[src/rtl/ice_fm_rx_period.sv]
// FM receive period meter: synchronises the FM line, times rising-edge to
// rising-edge in system clocks, and reports per-period and block-average results.
//
// state   | meaning
// --------+---------------------------------------------------------------
// ST_ACQ  | no reference edge yet; the next rising edge starts a measurement
// ST_MEAS | timing since the last accepted edge; report, reject glitch or time out

module ice_fm_rx_period #(
    parameter int WIDTH      = 16,
    parameter int AVG_LOG2   = 3,
    parameter int MIN_PERIOD = 4,
    parameter int TIMEOUT    = 60000
) (
    input  logic             i_clk,
    input  logic             i_nrst,
    input  logic             i_fm,
    output logic [WIDTH-1:0] o_period,
    output logic             o_valid,
    output logic [WIDTH-1:0] o_avg,
    output logic             o_avg_valid,
    output logic             o_timeout
);

    localparam int AW = WIDTH + AVG_LOG2;

    localparam logic [WIDTH-1:0]    CNT_MAX = '1;
    localparam logic [WIDTH-1:0]    CNT_ONE = WIDTH'(1);
    localparam logic [WIDTH-1:0]    MIN_P   = WIDTH'(MIN_PERIOD);
    localparam logic [WIDTH-1:0]    TO_LAST = WIDTH'(TIMEOUT - 1);
    localparam logic [AVG_LOG2-1:0] N_LAST  = '1;

    typedef enum logic {
        ST_ACQ  = 1'b0,
        ST_MEAS = 1'b1
    } state_t;

    state_t              state_q, state_d;
    logic                sync1_q, sync2_q, prev_q;
    logic [WIDTH-1:0]    cnt_q, cnt_d;
    logic [AW-1:0]       acc_q, acc_d;
    logic [AVG_LOG2-1:0] n_q, n_d;
    logic [WIDTH-1:0]    period_q, period_d;
    logic                valid_q, valid_d;
    logic [WIDTH-1:0]    avg_q, avg_d;
    logic                avg_valid_q, avg_valid_d;
    logic                timeout_q, timeout_d;

    logic                rise;
    logic                edge_ok;
    logic [AW-1:0]       acc_sum;

    assign rise    = sync2_q & ~prev_q;
    assign edge_ok = rise && (cnt_q >= MIN_P);
    assign acc_sum = acc_q + AW'(cnt_q);

    always_comb begin
        state_d     = state_q;
        cnt_d       = (cnt_q == CNT_MAX) ? cnt_q : cnt_q + 1'b1;
        acc_d       = acc_q;
        n_d         = n_q;
        period_d    = period_q;
        valid_d     = 1'b0;
        avg_d       = avg_q;
        avg_valid_d = 1'b0;
        timeout_d   = timeout_q;

        case (state_q)
            ST_ACQ: begin
                if (rise) begin
                    cnt_d   = CNT_ONE;
                    state_d = ST_MEAS;
                end
            end
            ST_MEAS: begin
                // An edge landing on the timeout cycle still counts as a period.
                if (edge_ok) begin
                    period_d  = cnt_q;
                    valid_d   = 1'b1;
                    timeout_d = 1'b0;
                    cnt_d     = CNT_ONE;
                    if (n_q == N_LAST) begin
                        avg_d       = WIDTH'(acc_sum >> AVG_LOG2);
                        avg_valid_d = 1'b1;
                        acc_d       = '0;
                        n_d         = '0;
                    end else begin
                        acc_d = acc_sum;
                        n_d   = n_q + 1'b1;
                    end
                end else if (cnt_q == TO_LAST) begin
                    timeout_d = 1'b1;
                    period_d  = '0;
                    acc_d     = '0;
                    n_d       = '0;
                    state_d   = ST_ACQ;
                end
            end
            default: state_d = ST_ACQ;
        endcase
    end

    always_ff @(posedge i_clk) begin
        if (!i_nrst) begin
            state_q     <= ST_ACQ;
            sync1_q     <= 1'b0;
            sync2_q     <= 1'b0;
            prev_q      <= 1'b0;
            cnt_q       <= '0;
            acc_q       <= '0;
            n_q         <= '0;
            period_q    <= '0;
            valid_q     <= 1'b0;
            avg_q       <= '0;
            avg_valid_q <= 1'b0;
            timeout_q   <= 1'b0;
        end else begin
            state_q     <= state_d;
            sync1_q     <= i_fm;
            sync2_q     <= sync1_q;
            prev_q      <= sync2_q;
            cnt_q       <= cnt_d;
            acc_q       <= acc_d;
            n_q         <= n_d;
            period_q    <= period_d;
            valid_q     <= valid_d;
            avg_q       <= avg_d;
            avg_valid_q <= avg_valid_d;
            timeout_q   <= timeout_d;
        end
    end

    assign o_period    = period_q;
    assign o_valid     = valid_q;
    assign o_avg       = avg_q;
    assign o_avg_valid = avg_valid_q;
    assign o_timeout   = timeout_q;

endmodule

[config.mk]
export PLATFORM = sky130hd
export DESIGN_NAME = ice_fm_rx_period
export DESIGN_NICKNAME = d
export VERILOG_FILES = /design/src/rtl/ice_fm_rx_period.sv
export SDC_FILE = /design/constraint.sdc
export NUM_CORES = 1
export LEC_CHECK = 0
export CAP_MARGIN = 5
export CORE_ASPECT_RATIO = 2
export CORE_MARGIN = 2
export CORE_UTILIZATION = 57
export DETAILED_ROUTE_END_ITERATION = 8
export PLACE_DENSITY_LB_ADDON = 0.3
export SYNTH_ARGS = -nofsm -noshare
export SYNTH_HDL_FRONTEND = slang
export SYNTH_SLANG_ARGS = --single-unit
[constraint.sdc]
create_clock -name i_clk -period 2.6 [get_ports i_clk]
set_clock_uncertainty 0.05 [all_clocks]
set_input_delay 0.39 -clock i_clk [delete_from_list [all_inputs] [get_ports i_clk]]
set_output_delay 0.39 -clock i_clk [all_outputs]
set_load 0.02 [all_outputs]
* Word level (Yosys, flattened, before mapping)
Cells that the tools add are included. Widths: inputs -> output; s select.
Storage, ports and cells: input bits 3, logic and storage cells 48, register bits after elaboration 77, output and inout bits 35
Operators by class: muxes and demuxes 20, bitwise operators 3, $add $sub $neg 3, eq/ne operators 3, reduce and logical (&&, ||, !) cells 6, magnitude comparators 1
Operators with widths (number):
- $mux 16 | 5
- $mux 19 | 3
- $eq 16x16->1 const B | 2
- $pmux 16 s2 | 1
- $add 19x16->19 | 1
- $add 16x1->16 const B | 1
- $ge 16x3->1 const B | 1
- $mux 3 | 3
- $mux 1 | 7
- $reduce_and 3->1 | 2
- $reduce_and 2->1 | 2
- $add 3x1->3 const B | 1
- $eq 3x3->1 const B | 1
- $not 1->1 | 2
- $pmux 1 s2 | 1
- $reduce_bool 2->1 | 1
- $and 1x1->1 | 1
- $logic_and 1x1->1 | 1

* Depth between registers and ports, before layout
Gate-level depths: netlist of the first run.
depth after elaboration 5, depth in mapped cells 8, depth with buffers taken out 8

* Least setup slack after synthesis of the first run
Ideal clock, no wire load.
path type reg-to-reg, start point register cnt_q[8], end point register avg_q[12] (netlist: o_avg[12]), stages on the path, launching flop included 8, library setup time 122 ps, data arrival time 1962 ps, data required time 2428 ps, buffers on the path 0, clock period less this slack 2134 ps, setup slack 466 ps, path through dfxtp_1 -> ha_1 -> a21o_1 -> a21oi_1 -> nor2_1 -> o31ai_1 -> a2111oi_0 -> a311o_1
On the way: word-level cells in the longest chain between the ends 3, elaborated cells between the ends (all ways) 4, classes of those cells 1 x add/sub; 1 x order compare; 2 x reduce/logical
Ends and longest elaborated chain:
- from (decl) | RTL line 40 | logic [WIDTH-1:0] cnt_q, cnt_d;
- from (signal assigned) | RTL line 122 | cnt_q <= cnt_d;
- $ge 16x3->1 | RTL line 54 | assign edge_ok = rise && (cnt_q >= MIN_P);
- $logic_and 1x1->1 | RTL line 54
- $reduce_and 3->1 (no line)
- to (signal assigned) | RTL line 127 | avg_q <= avg_d;
- to (decl) | RTL line 45 | logic [WIDTH-1:0] avg_q, avg_d;
Several ways; a longest one is shown, not always the timed one. A chain may end at the register's enable or synchronous reset.

* Worst setup path in the final report of the first run
start point register cnt_q[8], end point register period_q[8] (netlist: o_period[8])
On the way: word-level cells in the longest chain between the ends 4, elaborated cells between the ends (all ways) 6, classes of those cells 1 x order compare; 1 x eq/ne; 1 x mux; 3 x reduce/logical
Ends and longest elaborated chain:
- $ge 16x3->1 | RTL line 54
- $logic_and 1x1->1 | RTL line 54
- $reduce_bool 2->1 (no line)
- $reduce_and 2->1 (no line)
- to (signal assigned) | RTL line 125 | period_q <= period_d;
- to (decl) | RTL line 43 | logic [WIDTH-1:0] period_q, period_d;
Several ways; a longest one is shown, not always the timed one.

==> results.md, run 1 <==
- Synth area leaders: dfxtp_1 39%, ha_1 6.3%, nand2_1 4.2%
- Slew HR: 23.47%
- Final setup TNS: 0 ns
- Vias per cell: 5.937
- Worst hold-check path type: flop to flop
- Vias in the first global route: 3200
- YS warnings: 0
- Grt total ovfl: 0
- Largest net degree at the start of global routing: 28
- Syn Inst Count: 449
- Syn nets: 473
- First-pass DRT Iterations: 4
- Post-synth EDFFs: 0
- Setup crit start kind: flop
- Wire length per cell: 16.82 um
- Most common library cells after synthesis: 77 x dfxtp_1, 44 x nand2_1, 44 x nor2_1, 28 x a21oi_1, 20 x ha_1
- # diodes: 0
- CTS tree: yes
- CP Class: flop to flop
- Max Freq: 405.4 MHz
- Synthesis-to-finish area growth: 20.07%
- PwrDens: 525.9 nW/um^2
- Layout cells sized above 1: 9.879%
- Nets: 515
- Largest family of logic cells by synthesized area: simple AND/OR/NAND/NOR gates
- Asr flop ratio synth: 0%
- Status: complete, no violations
- Clock slew seen by the registers of the worst setup and hold paths: 0.07 ns
- Synth Flop Type: dfxtp_1
- Total number of vias: 3479
- First-pass GRT wire length: 15640 um
- Core area: 6833 um^2
- # clock sinks: 77
- Switching portion of total power: 24.63%
- Synth cell types: 64
- Maximum clock path buffer count: 2
- Multiplexer share of the synthesized area: 0.5049%
- Post-DP HPWL: 6988 um
- Routability cong.: 0.9056
- Worst-path fanout max: 13
- # DRC: 0
- Routed Antenna Nets: 0
- Max_cap viols: 0
- Area leader, netlist: dfxtp_1
- Worst Tran Pin Value: 1.142 ns
- DR iter-0 viols: 300
- Seq/Total Area, Yosys: 38.88%
- Die Height: 122.0 um
- LEAKAGE: 1.823 nW
- Unrepaired setup endpoints after global routing: false
- Die X: 62.98 um
- Compound-cell area share of the yosys netlist: 21.96%
- Synth Area in Simple Gates: 23.64%
- Maximum VDD drop: 0.0004402 V
- Post-Route WL: 9857 um
- CP Capture Type: flop
- # fillers: 555
- Synth top area share: 38.88%
- Clock Tree Root: clkbuf_16
- Synthesis-stage register bit count: 77
- Tcrit/Tclk final: 94.86%
- Pins Over Slew Limit: 0
- H-Tree Depth: 3
- Clk_lat worst skew: 0.35 ns
- Final setup fails: 0
- Int Power: 1.887 mW
- Inserted Clock Buffers: 9
- CP required: 2.85 ns
- Synth Cell Area: 3965 um^2
- Xor/xnor share of the synthesized area: 4.418%
- Hold Fails Final Rpt: 0
- Min cycle time layout: 2.466 ns
- Comb pwr share: 2.6%
- Full die area: 7680 um^2
- Adder-cell area share of the yosys netlist: 6.816%
- Clock group share of total power: 49.7%
- Avg Inst Size Synth: 8.831 um^2
- Initial core utilization: 58.03%
- Final hold slack: 0.3845 ns
- Place WS: 0.1459 ns
- Rows: 43
- Worst setup margin: 0.1336 ns
- Most common cell in the synthesized netlist: dfxtp_1
- Fraction of power consumed by sequential logic: 47.7%
- Initial antenna violation count: 0
- Critical path arrival: 2.71 ns
- NetSw: 616.7 uW
- Io pins: 38
- Postcts setup bufs: 0
- Global-route usage over all layers: 26.22%
- Input/output buffers: 37
==> placed cells by master (no fill, tap or decap), types with 9 or more instances in the layout <==
| master | Yosys | routed |
|---|---|---|
| dfxtp_1 | 77 | 77 |
| nor2_1 | 44 | 44 |
| nand2_1 | 44 | 44 |
| clkdlybuf4s50_1 | 0 | 37 |
| a21oi_1 | 28 | 28 |
| ha_1 | 20 | 20 |
| a22o_1 | 18 | 18 |
| nand3_1 | 17 | 17 |
| buf_4 | 2 | 16 |
| nand4_1 | 14 | 14 |
| xnor2_1 | 13 | 13 |
| o21ai_0 | 12 | 11 |
| and3_1 | 9 | 9 |
| and2_1 | 9 | 9 |
| clkbuf_16 | 0 | 9 |
==> cell families after synthesis <==
| kind of cell | Yosys count |
|---|---|
| xor+xnor | 20 |
| fa+ha+maj | 21 |
| flops | 77 |
| compound gates | 121 |
| simple gates | 176 |
| buf+inv | 32 |
| mux | 2 |
==> state kept, by name, indices dropped and copies added, names as in the netlist, 3 cells and up <==
name and flops:
acc_q 19, cnt_q 16, o_avg 16, o_period 16
n_q 3
==> critical path, stage by stage (launching register included) <==
cell     delay (ns)
dfxtp_1        0.41
nor4_4         0.30
and4b_4        0.34
a21oi_4        0.10
nor3_2         0.94
a22o_1         0.27
==> repair_timing <==
item / in CTS / in global routing
endpoints found under the setup margin: 0 / 2
gates resized for setup: 0 / 1
hold buffers: 0 / 0
==> through the flow <==
step	instances	total power [mW]	util (%)	area, um^2
3_3_place_gp	569	1.282	65.15	4452
6_report	586	2.504	69.68	4761
3_5_place_dp	569	1.284	65.15	4452
4_1_cts	585	2.525	69.53	4751
5_1_grt	586	2.575	69.68	4761
2_1_floorplan	449	1.266	-	3965
==> layer usage <==
| layer | routed length (um) | share of wire [%] | up-vias | GRT usage, % |
|---|---|---|---|---|
| li1 | - | - | 1736 | - |
| met1 | 4113 | 42 | 1639 | 31.04 |
| met2 | 5019 | 51 | 81 | 44.68 |
| met3 | 420 | 4.3 | 23 | 5.725 |
| met4 | 303 | 3.1 | 0 | 12.36 |
| met5 | 0 | 0 | - | 0 |
==> final cells by class <==
| cell class | count | area [um^2] | area share (%) |
|---|---|---|---|
| Multi-Input combinational cell | 341 | 2283 | 47.96 |
| Sequential cell | 77 | 1541 | 32.38 |
| Inverter | 9 | 33.78 | 0.7096 |
| Tap cell | 90 | 112.6 | 2.365 |
| Timing Repair Buffer | 53 | 490.5 | 10.30 |
| Clock inverter | 7 | 73.82 | 1.551 |
| Clock buffer | 9 | 225.2 | 4.731 |
==> power groups by stage <==
| stage | clock, mW | combinational [mW] | sequential (mW) |
|---|---|---|---|
| CTS | 1.27 | 0.0633 | 1.19 |
| floorplan | 0 | 0.0473 | 1.22 |
| global route | 1.31 | 0.0720 | 1.19 |
| global placement | 0 | 0.0607 | 1.22 |
| detailed placement | 0 | 0.0630 | 1.22 |
| finish | 1.24 | 0.0660 | 1.19 |
==> worst paths after layout <==
path,from,end,slack [ns],cells past startpoint
setup / recovery,cnt_q[8]$_SDFF_PN0_,o_period[8]$_SDFFE_PN0P_,0.13,5
hold / removal,sync1_q$_SDFF_PN0_,sync2_q$_SDFF_PN0_,0.38,1
setup reg to reg,cnt_q[8]$_SDFF_PN0_,o_period[8]$_SDFFE_PN0P_,0.13,5
hold reg to reg,sync1_q$_SDFF_PN0_,sync2_q$_SDFF_PN0_,0.38,1
Note: power is estimated with default switching activity, not from simulation.
==> run 2: changes to the inputs <==
- REMOVE_ABC_BUFFERS: unset -> 1
==> results.md, run 2 (synthesis results as in run 1) <==
- Initial antenna violation count: 0
- Post-DP HPWL: 6988 um
- Vias per cell: 5.966
- Max_cap viols: 0
- CP Class: flop to flop
- Initial core utilization: 58.03%
- Status: complete, no violations
- Tcrit/Tclk final: 93.02%
- Postcts setup bufs: 0
- Unrepaired setup endpoints after global routing: false
- PwrDens: 501.4 nW/um^2
- Setup crit start kind: flop
- CP Capture Type: flop
- LEAKAGE: 1.841 nW
- DR iter-0 viols: 386
- Max incr delay on CP: 0.50 ns
- Most common cell after layout, fill and taps aside: dfxtp_1
- Largest register FFs: 19
- # diodes: 0
- Worst-path fanout max: 6
- Core area: 6833 um^2
- Nets: 523
- Vias in the first global route: 3386
- Worst-path cell chain: ha_1 > a21o_1 > a21oi_1 > nor2_1 > o31ai_1 > a2111oi_0 > a311o_1
- H-Tree Depth: 3
- Maximum VDD drop: 0.0004763 V
- Routed Antenna Nets: 0
- Clk_lat worst skew: 0.34 ns
- Routability cong.: 0.9079
- Worst hold-check path type: flop to flop
- Inserted Clock Buffers: 9
- First-pass GRT wire length: 16330 um
- Most flop-heavy register: acc_q
- CP required: 2.78 ns
- Hold Fails Final Rpt: 0
- # fillers: 578
- Largest net degree at the start of global routing: 28
- Slew HR: 51.13%
- Worst Tran Pin Value: 0.7307 ns
- Io pins: 38
- Synthesis-to-finish area growth: 20.95%
- Input/output buffers: 37
- Clock Tree Root: clkbuf_16
- Layout Cells excl Fill: 593
- Global-route usage over all layers: 27.37%
- Grt total ovfl: 0
- Maximum clock path buffer count: 2
- Commonest cells after routing, fill and taps aside: 77 x dfxtp_1, 44 x nor2_1, 44 x nand2_1, 37 x clkdlybuf4s50_1, 28 x a21oi_1
- CTS tree: yes
- Post-Route WL: 9967 um
- First-pass DRT Iterations: 5
- # DRC: 0
- Total number of vias: 3538
- Clock slew seen by the registers of the worst setup and hold paths: 0.06 ns
- Die X: 62.98 um
- Max Freq: 413.5 MHz
- Pins Over Slew Limit: 0
- Die Height: 122.0 um
- CTS Hold Bufs: 0
- Final setup TNS: 0 ns
- Final setup fails: 0
- Min cycle time layout: 2.419 ns
- Critical path arrival: 2.60 ns
- Wire length per cell: 16.81 um
- Layout cells sized above 1: 10.93%
- Full die area: 7680 um^2
- Slowest CP cell: dfxtp_1
- Post-cts sizing count: 0
- Placed Cells: 577
- # clock sinks: 77
- Rows: 43
-- run 2: changes by cell type in the layout (fill, tap and decap cells not counted) --
cell        delta
buf_4          +8
inv_6          -4
clkinv_2       +2
clkinvlp_4     +2
inv_8          -2
clkbuf_1       +1
clkbuf_8       +1
clkinv_8       -1
nor3_2         -1
nor3_4         +1
o21ai_0        +1
o21ai_1        -1
-- run 2: per-layer routing --
layer  global-route usage [%]  part of all wire [%]
met1                    32.88                    43
met2                    46.61                    51
met3                    6.002                   3.9
met4                    11.81                   2.4
met5                        0                     0
-- run 2: worst paths after layout --
path	slack, ns	from	cells past startpoint	end
max reg2reg	0.18	cnt_q[8]$_SDFF_PN0_	7	o_avg[12]$_SDFFE_PN0P_
min reg2reg	0.40	sync1_q$_SDFF_PN0_	1	sync2_q$_SDFF_PN0_
min	0.40	sync1_q$_SDFF_PN0_	1	sync2_q$_SDFF_PN0_
max	0.18	cnt_q[8]$_SDFF_PN0_	7	o_avg[12]$_SDFFE_PN0P_
-- run 2: report_power, final --
group          internal [mW]  total, mW  switching [mW]  leakage, nW
Combinational         0.0217     0.0689          0.0473         1.09
Sequential              1.19       1.20         0.00875        0.621
Clock                  0.663       1.14           0.477        0.127
-- run 2: stage by stage --
| step | util, % | instance area [um^2] | setup WS, ns | power (mW) | hold slack [ns] |
|---|---|---|---|---|---|
| finish | 70.19 | 4796 | 0.1814 | 2.405 | 0.3974 |
| global route | 70.19 | 4796 | 0.05414 | 2.478 | 0.4103 |
| CTS | 69.95 | 4780 | 0.1425 | 2.422 | 0.4014 |
| detailed placement | 66.03 | 4512 | 0.1527 | 1.285 | 0.3822 |
| global placement | 66.03 | 4512 | 0.2102 | 1.284 | 0.3674 |
| floorplan | - | 3849 | 0.4139 | 1.257 | 0.3618 |
-- run 2: layout make-up --
cell class,count,area [um^2],share of cell area (%)
tap,90,112.6,2.348
clock inverter,4,25.02,0.5218
multi-input combinational,341,2290,47.74
sequential,77,1541,32.14
inverter,9,33.78,0.7044
timing repair buffer,61,550.5,11.48
clock buffer,11,242.7,5.061
-- run 2: critical path: cells and delay by family (launching register included) --
kind / cells / cell delay [ns]
AND/OR/NAND/NOR: 1 / 0.06
AO/OA/AOI/OAI: 5 / 1.33
adder cells (fa/ha/maj): 1 / 0.37
flip-flops: 1 / 0.50
==> run 3: changes to the inputs <==
- SETUP_SLACK_MARGIN: unset -> 0.1
==> results.md, run 3 (synthesis results as in run 1) <==
- Status: complete, no violations
- Vias in the first global route: 3386
- Total number of vias: 3514
- Min cycle time layout: 2.329 ns
- Input/output buffers: 37
- PwrDens: 501.0 nW/um^2
- Vias per cell: 5.926
- Reg2reg start: cnt_q[13]$_SDFF_PN0_
- Initial antenna violation count: 0
- Io pins: 38
- Worst setup path start: cnt_q[13]$_SDFF_PN0_
- Int Power: 1.871 mW
- Rows: 43
- GR met1 Demand/Resource: 32.88%
- Comb pwr share: 2.9%
- CTS Hold Bufs: 0
- Global-route usage over all layers: 27.37%
- Max Freq: 429.3 MHz
- Die Height: 122.0 um
- DR iter-0 viols: 304
- Maximum VDD drop: 0.0004770 V
- CP Class: flop to flop
- Post-Route WL: 9959 um
- Maximum clock path buffer count: 2
- H-Tree Depth: 3
- First-pass GRT wire length: 16330 um
- Nets: 523
- Largest register FFs: 19
- Inserted Clock Buffers: 9
- Gr busiest metal: met2
- Switching portion of total power: 22.21%
- CP required: 2.81 ns
- Routed Antenna Nets: 0
- Global-route met3 utilization: 6.002%
- Die X: 62.98 um
- Worst-path fanout max: 10
- Most common cell after layout, fill and taps aside: dfxtp_1
- Clock group share of total power: 47.4%
- Final setup fails: 0
- Most flop-heavy register: acc_q
- First-pass DRT Iterations: 5
- Pins Over Slew Limit: 0
- CP Capture Type: flop
- Layout cells sized above 1: 11.13%
- Final setup TNS: 0 ns
- Worst setup margin: 0.2708 ns
- GRT met2 Usage: 46.61%
- Initial core utilization: 58.03%
- Slew HR: 50.44%
- Worst hold-check path type: flop to flop
- Tcrit/Tclk final: 89.59%
- Fraction of power consumed by sequential logic: 49.7%
- Routability cong.: 0.9079
- LEAKAGE: 1.834 nW
- # DRC: 0
- Clk_lat worst skew: 0.34 ns
- Unrepaired setup endpoints after global routing: true
- Grt total ovfl: 0
- Setup crit start kind: flop
- Slowest CP cell: ha_1
- Worst Tran Pin Value: 0.7410 ns
- Place WS: 0.1527 ns
- Worst-path cell chain: ha_1 > and4_1 > and3_1 > o21ai_0 > a21boi_0 > nand4b_1 > o211ai_1
- Max incr delay on CP: 0.50 ns
- Core area: 6833 um^2
- Clock Tree Root: clkbuf_16
- Critical path arrival: 2.54 ns
- # clock sinks: 77
- CTS tree: yes
- Clock slew seen by the registers of the worst setup and hold paths: 0.06 ns
- Max_cap viols: 0
- Wire length per cell: 16.79 um
- # diodes: 0
- Commonest cells after routing, fill and taps aside: 77 x dfxtp_1, 44 x nor2_1, 44 x nand2_1, 37 x clkdlybuf4s50_1, 28 x a21oi_1
- NetSw: 534.3 uW
- Largest net degree at the start of global routing: 28
- Full die area: 7680 um^2
- HP Start: sync1_q$_SDFF_PN0_
- Hold Fails Final Rpt: 0
- Synthesis-to-finish area growth: 21.08%
- Post-DP HPWL: 6988 um
==> run 3: cell count changes in the layout (fill, tap and decap cells not counted) <==
cell	delta
o31ai_1	-1
o31ai_2	+1
==> run 3: power groups by stage <==
| stage | Clock (mW) | Sequential (mW) | Combinational, mW |
|---|---|---|---|
| 6_report | 1.14 | 1.20 | 0.0689 |
| 5_1_grt | 1.21 | 1.20 | 0.0752 |
| 4_1_cts | 1.16 | 1.20 | 0.0655 |
| 3_5_place_dp | 0 | 1.22 | 0.0641 |
| 3_3_place_gp | 0 | 1.22 | 0.0629 |
| 2_1_floorplan | 0 | 1.22 | 0.0383 |
==> run 3: cell type report <==
type	count	area [um^2]
multi-input combinational	341	2295
fill	577	2032
sequential	77	1541
timing repair buffer	61	550.5
clock buffer	11	242.7
tap	90	112.6
inverter	9	33.78
clock inverter	4	25.02
==> run 3: worst max-delay path: cells and delay by family, from the launching register on <==
kind / cells / cell delay, ns
AOI/OAI and AO/OA: 3 / 0.64
adders and majority gates: 1 / 0.50
DFF: 1 / 0.41
and+or+nand+nor: 3 / 0.65
==> run 3: final timing paths <==
check                                              end  slack [ns]  cells past startpoint
worst max-delay path            acc_q[16]$_SDFFE_PN0P_        0.27                      7
worst min-delay path                sync2_q$_SDFF_PN0_        0.40                      1
worst max register to register  acc_q[16]$_SDFFE_PN0P_        0.27                      7
worst min register to register      sync2_q$_SDFF_PN0_        0.40                      1
==> run 3: metal layers <==
metal  up-vias  part of all wire, %
met5         -                    0
met1      1660                   42
li1       1754                    -
met4         0                  2.5
met3        17                  4.1
met2        83                   51
==> run 3: stage by stage <==
stage / cells / area (um^2) / total power, mW / hold slack (ns) / utilization (%)
2_1_floorplan: 426 / 3849 / 1.257 / 0.3618 / -
3_3_place_gp: 577 / 4512 / 1.284 / 0.3674 / 66.03
3_5_place_dp: 577 / 4512 / 1.285 / 0.3822 / 66.03
4_1_cts: 592 / 4780 / 2.422 / 0.4014 / 69.95
5_1_grt: 593 / 4801 / 2.478 / 0.4103 / 70.26
6_report: 593 / 4801 / 2.405 / 0.3984 / 70.26
==> run 3: what timing repair did <==
item	4_1_cts	5_1_grt
resized for setup	0	2
setup buffers	0	0
hold endpoints to repair	0	0
endpoints found under the setup margin	0	28
